**config.mk**
```make
export PLATFORM = sky130hd
export DESIGN_NAME = keypad_digit_capture
export DESIGN_NICKNAME = d
export VERILOG_FILES = /design/src/rtl/keypad_pkg.sv /design/src/rtl/keypad_row_sync.sv /design/src/rtl/keypad_digit_capture.sv
export SDC_FILE = /design/constraint.sdc
export NUM_CORES = 1
export LEC_CHECK = 0
export ABC_AREA = 1
export BUFFER_PORTS_ARGS = -buffer_cell sky130_fd_sc_hd__buf_2
export CELL_PAD_IN_SITES_DETAIL_PLACEMENT = 0
export CELL_PAD_IN_SITES_GLOBAL_PLACEMENT = 1
export CORE_MARGIN = 8
export CORE_UTILIZATION = 30
export CTS_CLUSTER_DIAMETER = 40
export CTS_CLUSTER_SIZE = 8
export DETAILED_ROUTE_END_ITERATION = 8
export GPL_TIMING_DRIVEN = 1
export PLACE_DENSITY = 0.55
export SLEW_MARGIN = 10
export SYNTH_ARGS = -nofsm -noshare
export SYNTH_HDL_FRONTEND = slang
export SYNTH_SLANG_ARGS = --single-unit
```
**constraint.sdc**
```tcl
create_clock -name clk -period 1.9 [get_ports clk]
set_input_delay 0.475 -clock clk [delete_from_list [all_inputs] [get_ports clk]]
set_output_delay 0.475 -clock clk [all_outputs]
set_load 0.01 [all_outputs]
```
**src/rtl/keypad_pkg.sv**
```systemverilog
// Shared types and constants for the keypad digit capture slice: scan FSM
// states, the physical key layout and the column drive reset value.
package keypad_pkg;

  typedef enum logic [1:0] {
    SCAN     = 2'd0,
    PRESS_DB = 2'd1,
    HELD     = 2'd2,
    REL_DB   = 2'd3
  } scan_state_t;

  // Key codes indexed as KEY_MAP[row][col]
  localparam logic [3:0] KEY_MAP [4][4] = '{
    '{4'h1, 4'h2, 4'h3, 4'hA},
    '{4'h4, 4'h5, 4'h6, 4'hB},
    '{4'h7, 4'h8, 4'h9, 4'hC},
    '{4'hE, 4'h0, 4'hF, 4'hD}
  };

  localparam logic [3:0] COLS_RESET = 4'b1110;

  // Index of the lowest-numbered active-low row; only meaningful when some row is low
  function automatic logic [1:0] lowest_low_row(input logic [3:0] r);
    logic [1:0] idx;
    idx = 2'd0;
    if (!r[3]) idx = 2'd3;
    if (!r[2]) idx = 2'd2;
    if (!r[1]) idx = 2'd1;
    if (!r[0]) idx = 2'd0;
    return idx;
  endfunction

endpackage

```
**src/rtl/keypad_row_sync.sv**
```systemverilog
// Two-flop synchronizer for the asynchronous keypad rows. Synchronous
// active-low reset parks both stages at all-ones (no key pressed).
module keypad_row_sync #(
  parameter int WIDTH = 4
) (
  input  logic             clk,
  input  logic             reset,
  input  logic [WIDTH-1:0] d,
  output logic [WIDTH-1:0] q
);

  logic [WIDTH-1:0] meta;

  // Shift the raw rows through two flops so downstream logic sees a settled value
  always_ff @(posedge clk) begin
    if (!reset) begin
      meta <= '1;
      q    <= '1;
    end else begin
      meta <= d;
      q    <= meta;
    end
  end

endmodule

```
**src/rtl/keypad_digit_capture.sv**
```systemverilog
// 4x4 keypad scanner with debounce that keeps the last two decoded digits.
// new_digit drives onboard_sw and old_digit drives bboard_sw downstream.
// Optional macro KEY_STROBE_EN adds a one-cycle key_strobe on each capture.
module keypad_digit_capture
  import keypad_pkg::*;
#(
  parameter int SCAN_DIV = 6000,
  parameter int DB_TICKS = 20
) (
  input  logic       clk,
  input  logic       reset,
  input  logic [3:0] rows,
  output logic [3:0] cols,
  output logic [3:0] new_digit,
  output logic [3:0] old_digit
`ifdef KEY_STROBE_EN
  ,
  output logic       key_strobe
`endif
);

  localparam int DIV_W = $clog2(SCAN_DIV);
  localparam int CNT_W = $clog2(DB_TICKS);

  logic [3:0]       rows_sync;
  logic [DIV_W-1:0] div_cnt;
  logic             tick;
  scan_state_t      state, state_next;
  logic [1:0]       col, col_next;
  logic [1:0]       row_sel, row_next;
  logic [CNT_W-1:0] cnt, cnt_next;
  logic             capture;
  logic             db_done;

  keypad_row_sync #(.WIDTH(4)) u_row_sync (
    .clk   (clk),
    .reset (reset),
    .d     (rows),
    .q     (rows_sync)
  );

  assign tick    = (div_cnt == DIV_W'(SCAN_DIV - 1));
  assign db_done = (cnt == CNT_W'(DB_TICKS - 2));

  // Free-running divider producing the scan tick
  always_ff @(posedge clk) begin
    if (!reset) div_cnt <= '0;
    else if (tick) div_cnt <= '0;
    else div_cnt <= div_cnt + DIV_W'(1);
  end

  // State, column, latched row, debounce counter and column drive registers
  always_ff @(posedge clk) begin
    if (!reset) begin
      state   <= SCAN;
      col     <= 2'd0;
      row_sel <= 2'd0;
      cnt     <= '0;
      cols    <= COLS_RESET;
    end else begin
      state   <= state_next;
      col     <= col_next;
      row_sel <= row_next;
      cnt     <= cnt_next;
      cols    <= ~(4'b0001 << col_next);
    end
  end

  // Scan/debounce decisions, taken only on tick cycles
  always_comb begin
    state_next = state;
    col_next   = col;
    row_next   = row_sel;
    cnt_next   = cnt;
    capture    = 1'b0;
    if (tick) begin
      case (state)
        SCAN: begin
          if (rows_sync != 4'b1111) begin
            row_next   = lowest_low_row(rows_sync);
            cnt_next   = '0;
            state_next = PRESS_DB;
          end else begin
            col_next = col + 2'd1;
          end
        end
        PRESS_DB: begin
          if (!rows_sync[row_sel]) begin
            cnt_next = cnt + CNT_W'(1);
            if (db_done) begin
              capture    = 1'b1;
              state_next = HELD;
            end
          end else begin
            state_next = SCAN;
            col_next   = col + 2'd1;
          end
        end
        HELD: begin
          if (rows_sync[row_sel]) begin
            cnt_next   = '0;
            state_next = REL_DB;
          end
        end
        REL_DB: begin
          if (rows_sync[row_sel]) begin
            cnt_next = cnt + CNT_W'(1);
            if (db_done) begin
              state_next = SCAN;
              col_next   = col + 2'd1;
            end
          end else begin
            state_next = HELD;
          end
        end
        default: state_next = SCAN;
      endcase
    end
  end

  // Digit history shifts once per confirmed press
  always_ff @(posedge clk) begin
    if (!reset) begin
      new_digit <= 4'h0;
      old_digit <= 4'h0;
    end else if (capture) begin
      old_digit <= new_digit;
      new_digit <= KEY_MAP[row_sel][col];
    end
  end

`ifdef KEY_STROBE_EN
  // Strobe rises on the same edge the digits update
  always_ff @(posedge clk) begin
    if (!reset) key_strobe <= 1'b0;
    else key_strobe <= capture;
  end
`endif

endmodule

```
**After elaboration in Yosys (flattened, before gate mapping)**

Index checks and enable logic that the tools add are counted.

- RAM bits: 0
- ROM bits: 0
- Logic and storage cells: 72
- Bits of input ports: 6
- Bits in latches: 0
- Bits in registers: 44
- Memories kept: 0
- Output and inout bits: 12

- Shift-type cells: 1
- Div/mod/pow operators: 0
- Eq/ne operators: 12
- Bitwise gates (word level): 4
- Mux-type cells: 34
- Add/sub/neg operators: 3
- Multiply operators: 0
- Reductions and logical operators: 5
- $lt $le $gt $ge: 3

Operators with widths:

| operator | count |
|---|---|
| $bmux 16 s2 | 1 |
| $mux 16 | 2 |
| $mux 2 | 15 |
| $mux 5 | 4 |
| $pmux 5 s4 | 1 |
| $add 13x1->13 const B | 1 |
| $eq 13x13->1 const B | 1 |
| $reduce_and 5->1 | 2 |
| $bmux 4 s2 | 1 |
| $mux 4 | 2 |
| $ne 2x2->1 const B | 4 |
| $pmux 2 s4 | 1 |
| $ge 3x3->1 const B | 2 |
| $ne 3x3->1 const B | 2 |
| $not 2->3 | 2 |
| $pmux 2 s3 | 1 |
| $add 5x1->5 const B | 1 |
| $eq 5x5->1 const B | 1 |
| $mux 1 | 5 |
| $eq 2x2->1 const B | 2 |
| $ne 4x4->1 const B | 1 |
| $not 4->4 | 1 |
| $shl 1x2->4 const A | 1 |
| $lt 2x3->1 const B | 1 |
| other kinds (7) | 7 |

**Logic depth before layout (Yosys ltp)**

- Depth in word-level cells: 7
- Depth in mapped cells: 16
- Gate-level depth less buffers: 16

**Modules after synthesis**

Synthesis repeated with hierarchy kept, for this count alone.

- Cell total of the unflattened synthesis: 321
- Area, all modules: 2225.9 µm²

By module, submodules not included:

| module | times used | area an instance (µm²) | cells an instance | seq. area each (µm²) |
|---|---|---|---|---|
| keypad_digit_capture | 1 | 2000.7 | 296 | 720.7 |
| keypad_row_sync | 1 | 225.2 | 25 | 160.2 |

**Worst setup path before layout**

OpenSTA, ideal clock, no wires.

- Kind: reg-to-reg
- Start point: register div_cnt[0]
- End point: register old_digit[2]
- Required time: 1781 ps
- Slack: 417 ps
- Cell stages (with the launch flop): 10
- Data arrival time: 1363 ps
- Path through: dfxtp_1 > ha_1 > nand3_2 > nor2_2 > nand3_2 > clkinv_1 > nand3_1 > buf_2 > o21ai_1 > a21oi_1

- Cells in the longest elaborated chain, start to end: 2

RTL lines:

| what | RTL line | source |
|---|---|---|
| start, declared | keypad_digit_capture.sv:26 | `logic [DIV_W-1:0] div_cnt;` |
| start signal, assigned | keypad_digit_capture.sv:49 | `else div_cnt <= div_cnt + DIV_W'(1);` |
| $eq 13x13->1 | keypad_digit_capture.sv:42 | `assign tick = (div_cnt == DIV_W'(SCAN_DIV - 1));` |
| $mux 1 | keypad_digit_capture.sv:76 | `if (tick) begin` |
| end signal, assigned | keypad_digit_capture.sv:127 | `old_digit <= new_digit;` |
| end, declared | keypad_digit_capture.sv:15 | `output logic [3:0] old_digit` |

Every way passes these cells.
A chain may end at the register's enable or synchronous reset.

**Worst setup path after layout**

- Start point: register cnt[0]
- End point: register cols[1]

- Cells in the longest elaborated chain, start to end: 7

RTL lines:

| what | RTL line | source |
|---|---|---|
| start, declared | keypad_digit_capture.sv:31 | `logic [CNT_W-1:0] cnt, cnt_next;` |
| start signal, assigned | keypad_digit_capture.sv:64 | `cnt <= cnt_next;` |
| $eq 5x5->1 | keypad_digit_capture.sv:43 | `assign db_done = (cnt == CNT_W'(DB_TICKS - 2));` |
| $mux 2 | keypad_digit_capture.sv:108 | `if (db_done) begin` |
| $mux 2 | keypad_digit_capture.sv:106 | `if (rows_sync[row_sel]) begin` |
| $pmux 2 s3 | keypad_digit_capture.sv:77 | `case (state)` |
| $mux 2 | keypad_digit_capture.sv:76 |  |
| $shl 1x2->4 | keypad_digit_capture.sv:65 | `cols <= ~(4'b0001 << col_next);` |
| $not 4->4 | keypad_digit_capture.sv:65 |  |
| end signal, assigned | keypad_digit_capture.sv:65 |  |
| end, declared | keypad_digit_capture.sv:13 | `output logic [3:0] cols,` |

Every way passes these cells.

==> results_dict.tcl <==
set metrics [dict create \
    leakagePower_uw 0.00112 \
    synth_top_family_by_area "simple AND/OR/NAND/NOR gates" \
    synth_cell_type_count 35 \
    arrival_ns 1.86 \
    syn_area_per_cell_um2 6.97 \
    synthCells 317 \
    critPathCaptureType "register" \
    antenna_found_initial 0 \
    cp.required_ns 2.11 \
    cts_tree "built" \
    slowest_stage "dfxtp_1" \
    grt_use_total_pct 10.5 \
    final_util_pct 35.5 \
    hp-class "in -> reg" \
    synth_mux_area_share_pct 0 \
    syn-num-nets 326 \
    drt_wl_total_um 4990 \
    drt_iter0_drc 59 \
    synthToLayoutAreaGrowth_pct 15.8 \
    slew_violations 0 \
    fin_setup_tns_ns 0 \
    synthSimpleGateAreaFrac_pct 35.0 \
    nFillCells 826 \
    netlist_area_um2 2210 \
    grt_pass1_wl_um 8690 \
    synth_fa_ha_area_share_pct 1.70 \
    place_congestion 0.766 \
    min_period_ns 1.66 \
    power.density_nw_per_um2 690 \
    synth_xor_area_share_pct 1.98 \
    grt_max_degree 18 \
    remaining_drc_errors 0 \
    ff2ff_setup_slack_ns 0.24 \
    ir_drop_v 0.000242 \
    clock_latency_ns 0.30 \
    die_h_um 102 \
    finalSetupViolCount 0 \
    synth_compound_area_share_pct 11.4 \
    cts_root_buffer "clkbuf_8" \
    ys_ff_latch 44 \
    clk_path_buf_depth 2 \
    hold_viol_final 0 \
    rsz0062_at_grt "false" \
    core_um2 7210 \
    ys_warn_count 0 \
    path_cells "inv_1 > ha_1 > nand2_1 > inv_1 > nand2_1 > nand2_1 > nand2_1 > inv_1 > nand2_1 > inv_1 > nand2_1 > nand2_1 > nand2_1 > nand2_1 > inv_2 > nand2_1" \
    async_flop_share_pct 0 \
    crit_family "simple AND/OR/NAND/NOR gates" \
    drive_above_1_share_pct 20.9 \
    cp_max_fo 4 \
    crit_buf_inv 5 \
    cp-start-kind "register" \
    drt-wirelength-per-cell_um 11.4 \
    num_rows 31 \
    outcome "finished, final reports clean" \
    maxCapViolCount 0 \
    worstSetupPathType "reg -> reg" \
    ant_nets 0 \
    firstDrtPassIters 5 \
    dpl.hpwl_um 3710 \
    vias 1908 \
    insertedDiodeCount 0 \
    tightest_slew_ns 0.333 \
    hold-worst-slack_ns 0.354 \
    post-place-ws_ns 0.208 \
    fin_skew_ns 0.00610 \
    cpPeakStageDelay_ns 0.38 \
    slew_headroom_pct 77.8 \
    overflow 0 \
    die-area_um2 10400 \
    fp.dieW_um 102 \
    ys_seq_area_share_pct 39.8 \
    start_util_pct 30.6 \
    timing.final.ws_setup_ns 0.243 \
    post-route-period-util_pct 87.2 \
    fin_nets 348 \
    numCtsBuffers 5 \
    timing.critical_path.mode_cell "nand2_1" \
    viasPerCell 4.35 \
    first_global_vias 1860 \
    path_clk_slew_ns 0.09 \
    synth_ff_type "dfxtp_1" \
    io_pins 18 \
    io_buffers 17 \
    timing.fmax_ghz 0.603 \
    synth_edf_count 0 \
    cts.sinks 44 \
    h-tree-depth 2 \
]
-- registers in the layout, summed over array words and instances (netlist names), named ones only --
register / count
div_cnt: 13
old_digit: 4
cnt: 5
col: 2
state: 1
cols: 4
u_row_sync.meta: 4
u_row_sync.q: 4
new_digit: 4
row_sel: 2
-- metrics by stage --
| stage | power, uW | cells | area, um2 |
|---|---|---|---|
| floorplan | 1020 | 317 | 2210 |
| global placement | 1040 | 431 | 2420 |
| detailed placement | 1040 | 431 | 2420 |
| CTS | 1800 | 439 | 2540 |
| global route | 1840 | 439 | 2560 |
| finish | 1770 | 439 | 2560 |
-- final cells by class --
cell class / instances / area, um2 / area share, %
flip-flops and latches: 44 / 882 / 34.5
inverters: 52 / 195 / 7.62
clock inverters: 3 / 46.3 / 1.81
well taps: 99 / 124 / 4.84
multi-input cells: 215 / 1130 / 44.1
clock buffers: 5 / 68.8 / 2.69
repair buffers: 21 / 115 / 4.50
-- cells in the final DEF, fill, tap and decap left out, types with 2 or more instances in the layout --
master    netlist  layout
a21oi_1        22      22
buf_2           3      17
buf_4           0       4
clkbuf_8        0       5
dfxtp_1        44      43
ha_1            3       2
inv_1          42      42
inv_2           9       9
nand2_1        68      68
nand2_2         8       8
nand2_4         2       2
nand3_1        24      24
nand3_2         3       2
nand3_4         1       2
nand4_1         3       3
nor2_1         28      28
nor2_2          8       7
nor3_1          3       3
nor3b_1         2       2
o21ai_0        13      13
o21ai_1         4       4
or2_2           8       8
xor2_1          4       4
-- kinds of logic after synthesis --
group           count (synthesis)
simple gates                  161
buf+inv                        58
compound gates                 46
flops                          44
xor+xnor                        5
fa+ha+maj                       3
-- power by group --
group,total (uW),switching [uW],internal [uW]
clock,749,353,396
combinational,75.5,47.4,28.1
sequential,942,7.50,935
-- layer usage --
metal	vias to the layer above	share of wire (%)	track usage [%]
li1	1045	-	-
met1	826	53	14.4
met2	30	41	15.8
met3	7	4.8	2.38
met4	0	1.6	3.72
met5	-	0	0
-- final timing paths --
| kind | start | endpoint | depth (start not counted) |
|---|---|---|---|
| max | cnt[0]$_SDFFE_PN0P_ | cols[1]$_SDFF_PN1_ | 16 |
| max reg2reg | cnt[0]$_SDFFE_PN0P_ | cols[1]$_SDFF_PN1_ | 16 |
| min reg2reg | u_row_sync.meta[2]$_SDFF_PN1_ | u_row_sync.q[2]$_SDFF_PN1_ | 1 |
| min | rows[2] | u_row_sync.meta[2]$_SDFF_PN1_ | 2 |
-- Yosys cell counts, types with 4 or more instances --
cell	n	area share, %
o21ai_0	13	2.9
nor2_1	28	4.8
inv_1	42	7.1
nand3_1	24	5.4
or2_2	8	2.3
a21oi_1	22	5.0
nand2_1	68	12
nor2_2	8	2.3
xor2_1	4	1.6
o21ai_1	4	0.91
inv_2	9	1.5
nand2_2	8	2.3
dfxtp_1	44	40
-- repair_timing --
action / 4_1_cts / 5_1_grt
endpoints found under the setup margin: 0 / 8
buffers inserted: 0 / 0
hold buffers: 0 / 0
gates resized for setup: 0 / 5
Power figures use the tool's default switching activity.
